[src/rtl/bcd_countdown_timer_pkg.sv]
// Shared definitions for the BCD countdown timer: FSM state encodings and BCD helpers.
package bcd_countdown_timer_pkg;

  typedef enum logic [1:0] {
    ST_IDLE    = 2'd0,
    ST_RUN     = 2'd1,
    ST_PAUSED  = 2'd2,
    ST_EXPIRED = 2'd3
  } state_e;

  localparam logic [3:0] BCD_MAX = 4'd9;

  function automatic logic is_bcd(input logic [3:0] nibble);
    return (nibble <= BCD_MAX);
  endfunction

endpackage

[src/rtl/bcd_countdown_timer_if.sv]
// Control and status bundle between the board controller and the BCD countdown timer.
interface bcd_countdown_timer_if #(
  parameter int unsigned NUM_DIGITS = 4
);

  logic                    load;
  logic [4*NUM_DIGITS-1:0] load_value;
  logic                    start;
  logic                    pause;
  logic [4*NUM_DIGITS-1:0] digits;
  logic [1:0]              state;
  logic                    zero;
  logic                    done;
  logic                    load_err;

  modport master (
    output load, load_value, start, pause,
    input  digits, state, zero, done, load_err
  );

  modport slave (
    input  load, load_value, start, pause,
    output digits, state, zero, done, load_err
  );

endinterface

[src/rtl/bcd_down_digit.sv]
// One BCD digit of a borrow-chained down-counter; wraps 0 -> 9 and passes a borrow upward.
module bcd_down_digit
  import bcd_countdown_timer_pkg::*;
(
  input  logic       clk_en_pulse,
  input  logic       reset_n,
  input  logic       load_i,
  input  logic [3:0] load_data_i,
  input  logic       dec_en_i,
  output logic [3:0] bcd_o,
  output logic       borrow_o
);

  logic [3:0] bcd_q, bcd_d;

  always_comb begin
    bcd_d = bcd_q;
    if (load_i) begin
      bcd_d = load_data_i;
    end else if (dec_en_i) begin
      bcd_d = (bcd_q == '0) ? BCD_MAX : bcd_q - 4'd1;
    end
  end

  always_ff @(posedge clk_en_pulse or negedge reset_n) begin
    if (!reset_n) begin
      bcd_q <= '0;
    end else begin
      bcd_q <= bcd_d;
    end
  end

  assign bcd_o    = bcd_q;
  assign borrow_o = dec_en_i && (bcd_q == '0);

endmodule

[src/rtl/bcd_countdown_timer.sv]
// Multi-digit BCD countdown timer: load/start/pause FSM over a chain of down-counting digits.
module bcd_countdown_timer
  import bcd_countdown_timer_pkg::*;
#(
  parameter int unsigned NUM_DIGITS = 4
) (
  input  logic                        clk_en_pulse,
  input  logic                        reset_n,
  bcd_countdown_timer_if.slave        bus
);

  localparam int unsigned W = 4 * NUM_DIGITS;

  state_e          state_q, state_d;
  logic            done_q, done_d;
  logic            load_err_q, load_err_d;
  logic            load_ok;
  logic            dig_load;
  logic            run_dec;
  logic [W-1:0]    digits_w;
  logic [NUM_DIGITS-1:0] borrow;
  logic            msd_borrow_unused;

  always_comb begin
    load_ok = 1'b1;
    for (int unsigned i = 0; i < NUM_DIGITS; i++) begin
      if (!is_bcd(bus.load_value[4*i +: 4])) begin
        load_ok = 1'b0;
      end
    end
  end

  assign dig_load = bus.load && load_ok;

  always_comb begin
    state_d    = state_q;
    done_d     = 1'b0;
    load_err_d = 1'b0;
    run_dec    = 1'b0;
    if (bus.load) begin
      if (load_ok) begin
        state_d = ST_IDLE;
      end else begin
        load_err_d = 1'b1;
      end
    end else begin
      unique case (state_q)
        ST_IDLE: begin
          if (bus.start && !bus.pause && (digits_w != '0)) begin
            state_d = ST_RUN;
          end
        end
        ST_RUN: begin
          if (bus.pause) begin
            state_d = ST_PAUSED;
          end else begin
            run_dec = 1'b1;
            // Count of 1 reaches zero on this edge, so RUN is left before any underflow.
            if (digits_w == W'(1)) begin
              state_d = ST_EXPIRED;
              done_d  = 1'b1;
            end
          end
        end
        ST_PAUSED: begin
          if (bus.start && !bus.pause) begin
            state_d = ST_RUN;
          end
        end
        ST_EXPIRED: begin
          state_d = ST_EXPIRED;
        end
        default: begin
          state_d = ST_IDLE;
        end
      endcase
    end
  end

  always_ff @(posedge clk_en_pulse or negedge reset_n) begin
    if (!reset_n) begin
      state_q    <= ST_IDLE;
      done_q     <= 1'b0;
      load_err_q <= 1'b0;
    end else begin
      state_q    <= state_d;
      done_q     <= done_d;
      load_err_q <= load_err_d;
    end
  end

  for (genvar i = 0; i < NUM_DIGITS; i++) begin : g_digit
    logic dec_en;
    if (i == 0) begin : g_lsd
      assign dec_en = run_dec;
    end else begin : g_upper
      assign dec_en = borrow[i-1];
    end

    bcd_down_digit u_digit (
      .clk_en_pulse (clk_en_pulse),
      .reset_n      (reset_n),
      .load_i       (dig_load),
      .load_data_i  (bus.load_value[4*i +: 4]),
      .dec_en_i     (dec_en),
      .bcd_o        (digits_w[4*i +: 4]),
      .borrow_o     (borrow[i])
    );
  end

  // The top digit's borrow could only fire on underflow, which the FSM prevents.
  assign msd_borrow_unused = borrow[NUM_DIGITS-1];

  assign bus.digits   = digits_w;
  assign bus.state    = state_q;
  assign bus.zero     = (digits_w == '0);
  assign bus.done     = done_q;
  assign bus.load_err = load_err_q;

endmodule
[src/flat_wrapper.sv]
// flat-port wrapper written by rule: the top's interface ports become plain ports
module bcd_countdown_timer_flat import bcd_countdown_timer_pkg::*;
#(
  parameter int unsigned NUM_DIGITS = 4
)
  (clk_en_pulse, reset_n, bus_load, bus_load_value, bus_start, bus_pause, bus_digits, bus_state, bus_zero, bus_done, bus_load_err);
  bcd_countdown_timer_if #(.NUM_DIGITS(NUM_DIGITS)) bus_i ();
  input  logic clk_en_pulse;
  input  logic reset_n;
  input wire logic [$bits(bus_i.load)-1:0] bus_load;
  input wire logic [$bits(bus_i.load_value)-1:0] bus_load_value;
  input wire logic [$bits(bus_i.start)-1:0] bus_start;
  input wire logic [$bits(bus_i.pause)-1:0] bus_pause;
  output wire logic [$bits(bus_i.digits)-1:0] bus_digits;
  output wire logic [$bits(bus_i.state)-1:0] bus_state;
  output wire logic [$bits(bus_i.zero)-1:0] bus_zero;
  output wire logic [$bits(bus_i.done)-1:0] bus_done;
  output wire logic [$bits(bus_i.load_err)-1:0] bus_load_err;
  assign bus_i.load = bus_load;
  assign bus_i.load_value = bus_load_value;
  assign bus_i.start = bus_start;
  assign bus_i.pause = bus_pause;
  assign bus_digits = bus_i.digits;
  assign bus_state = bus_i.state;
  assign bus_zero = bus_i.zero;
  assign bus_done = bus_i.done;
  assign bus_load_err = bus_i.load_err;
  bcd_countdown_timer #(.NUM_DIGITS(NUM_DIGITS)) u_core (.clk_en_pulse(clk_en_pulse), .reset_n(reset_n), .bus(bus_i));
endmodule
[config.mk]
export PLATFORM = sky130hd
export DESIGN_NAME = bcd_countdown_timer_flat
export DESIGN_NICKNAME = d
export VERILOG_FILES = /design/src/rtl/bcd_countdown_timer_pkg.sv /design/src/rtl/bcd_countdown_timer_if.sv /design/src/rtl/bcd_down_digit.sv /design/src/rtl/bcd_countdown_timer.sv /design/src/flat_wrapper.sv
export SDC_FILE = /design/constraint.sdc
export NUM_CORES = 1
export LEC_CHECK = 0
export ABC_AREA = 1
export CORE_MARGIN = 2
export CORE_UTILIZATION = 40
export DETAILED_ROUTE_END_ITERATION = 7
export PLACE_DENSITY = 0.77
export SLEW_MARGIN = 5
export SYNTH_ARGS = -nofsm -noshare
export SYNTH_HDL_FRONTEND = slang
export SYNTH_SLANG_ARGS = --single-unit
[constraint.sdc]
create_clock -name clk_en_pulse -period 1.78 [get_ports clk_en_pulse]
set_input_delay 0.178 -clock clk_en_pulse [delete_from_list [all_inputs] [get_ports clk_en_pulse]]
set_output_delay 0.178 -clock clk_en_pulse [all_outputs]
set_load 0.05 [all_outputs]
==> results.cfg <==
[final_layout]
drive_gt1_share_pct = 26.2
diodes = 0
syn_to_final_growth_pct = 43.9
fin_nets = 270
nFillCells = 325
regArea_um2 = 508
finalNonFillerCells = 294
multiInputGateArea_um2 = 797
post-route-util_pct = 60.3

[yosys]
seq_area_frac_synth_pct = 35.8
yosysTopAreaCell = dfrtp_1
avgSynthCellArea_um2 = 7.25
synthAdderAreaFrac_pct = 0
yosys.area_share.simple_pct = 42.8
synth_nets = 214
yosysWarnings = 0
synth-compound-area-share_pct = 11.5
synth.area.top_cells = dfrtp_1 (36%), nand2_1 (17%), nand3_1 (6.4%), inv_1 (4.6%), nor2_1 (3.8%)
synth_top_family_by_area = simple AND/OR/NAND/NOR gates
synthXorXnorAreaFrac_pct = 0.626
yosysUniqueCellTypes = 30
yosysTopAreaCellShare_pct = 35.8
syn_area_um2 = 1400
ys_ff_latch = 20
syn_inst = 193
muxShareOfSynthArea_pct = 0

[worst_hold_path]
worst_hold_path_type = input port to async pin

[sta]
max_freq_ghz = 0.585
layout_min_cycle_time_ns = 1.71
rsz0062_at_grt = yes
finalWorstSetupSlack_ns = 0.0703
maxSlewViolCount = 0
finClkSkew_ns = 0.00513
period_share_pct = 96.1
tightest_slew_ns = 0.517
fin_setup_tns_ns = 0
slew_headroom_pct = 65.5
finalHoldViolCount = 0
setup_viol = 0

[clock_tree]
cts_tree = yes
cts_made_buffers = 3
insertion_delay_ns = 0.30
clock-root-buffer = clkbuf_4
clk_path_buf_depth = 2
htreeDepth = 1
clock_sinks = 20
clk_pin_slew_ns = 0.12

[placement]
post-place-cells = 287
gp_congestion = 0.835
port-buffer-count = 41
dp_slack_ns = -0.0317
dp_hpwl_um = 2490

[floorplanning]
pin_count = 42
rows = 21
die_w_um = 63.1
die_area_um2 = 3990
core_region_area_um2 = 3340
die_h_um = 63.1
start_util_pct = 41.9

[global_route]
grt-ovfl-total = 0
antenna_found_initial = 0
first_global_vias = 1294
grt_usage_pct = 17.3
grt_pass1_wl_um = 5550
grt_max_degree = 21

[drt]
vias_per_cell = 4.82
drt-pass1-iter-count = 4
wl_per_cell_um = 11.1
first_iter_violations = 85
drc = 0
postRouteWirelength_um = 3250
drtAntennaViolNets = 0
vias = 1418

[worst_setup_path]
crit_fanout = 3
cpMaxStageDelayCell = clkdlybuf4s50_1
cp.depth = 1
arrival_ns = 1.53
cpPeakStageDelay_ns = 0.82
criticalPathCategory = flop to output pin
required_ns = 1.60
path_buf_inv = 1
end_kind = output pin
path_delay_family = buffers and inverters
start_kind = flop
worst_r2r_path_depth = 8
crit_chain = clkdlybuf4s50_1

[power]
power_density_nw_per_um2 = 1610
leakagePower_uw = 0.00111
vdd_drop_max_mv = 0.678

[run_status]
status = finished clean

[job]
cap_violations = 0
-- power by group --
part	total [uW]	leakage, uW	internal, uW	switching (uW)
clock network	268	0.0000210	125	143
logic	2040	0.000846	715	1320
registers	945	0.000244	652	293
-- routing by layer --
layer / GRT usage, % / vias up / part of all wire, %
li1: - / 730 / -
met1: 23.6 / 637 / 48
met2: 27.8 / 46 / 45
met3: 2.50 / 5 / 5.3
met4: 6.67 / 0 / 1.1
met5: 0 / - / 0
-- Yosys cell counts (all sizes together) --
| master | instances |
|---|---|
| or2 | 2 |
| inv | 20 |
| nand4 | 2 |
| buf | 4 |
| nor3 | 4 |
| o31ai | 3 |
| a21oi | 4 |
| nor2 | 22 |
| xor2 | 1 |
| nand3 | 21 |
| o211ai | 5 |
| clkinv | 1 |
| dfrtp | 20 |
| a31oi | 1 |
| o21ai | 10 |
| nand2 | 73 |
-- placed cells by master, fill, tap and decap left out, types with 5 or more instances in the layout --
cell type / n
nor2_4: 6
dlymetal6s2s_1: 9
clkdlybuf4s50_1: 23
nor2_1: 9
o21ai_0: 7
buf_4: 20
inv_1: 16
dfrtp_1: 14
nand2_2: 5
nand3_1: 18
nand2_1: 65
dfrtp_2: 6
nor2_2: 7
-- path summary, 6_finish.rpt --
check                                                         from                            endpoint  slack [ns]
worst min register to register                 u_core.bus.state[0]                 u_core.bus.state[0]        0.55
worst max register to register  u_core.g_digit[2].u_digit.bcd_o[1]                 u_core.bus.state[1]        0.39
worst min-delay path                                       reset_n                 u_core.bus.load_err        0.20
min in group clk_en_pulse                        bus_load_value[6]  u_core.g_digit[1].u_digit.bcd_o[2]        0.45
max in group asynchronous                                  reset_n  u_core.g_digit[1].u_digit.bcd_o[1]        1.34
worst max-delay path                           u_core.bus.state[0]                        bus_state[0]        0.07
-- layout make-up --
class,count,area share (%)
Multi-Input combinational cell,148,39.6
Tap cell,46,2.86
Clock buffer,4,1.80
Timing Repair Buffer,55,26.4
Inverter,21,4.16
Sequential cell,20,25.2
-- logic make-up after synthesis --
kind of cell	Yosys count
flops	20
xor+xnor	1
simple gates	124
buf+inv	25
compound gates	23
-- registers in the layout, summed over array words and instances (netlist names) --
| signal | count |
|---|---|
| u_core.bus.load_err | 1 |
| u_core.bus.done | 1 |
| u_core.bus.state | 2 |
| u_core.g_digit.u_digit.bcd_o | 16 |
-- what timing repair did --
action	4_1_cts	5_1_grt
endpoints found under the setup margin	3	10
buffers inserted	0	3
resized for setup	4	22
hold buffers	0	0
-- metrics by stage --
| step | hold WS, ns | instance area (um2) | power [uW] |
|---|---|---|---|
| floorplan | -0.118 | 1400 | 2300 |
| global placement | 0.510 | 1900 | 2880 |
| detailed placement | 0.518 | 1900 | 2900 |
| CTS | 0.193 | 1940 | 3180 |
| global route | 0.207 | 2010 | 3500 |
| finish | 0.201 | 2010 | 3250 |
No activity file was read; power rests on OpenSTA's default activity.
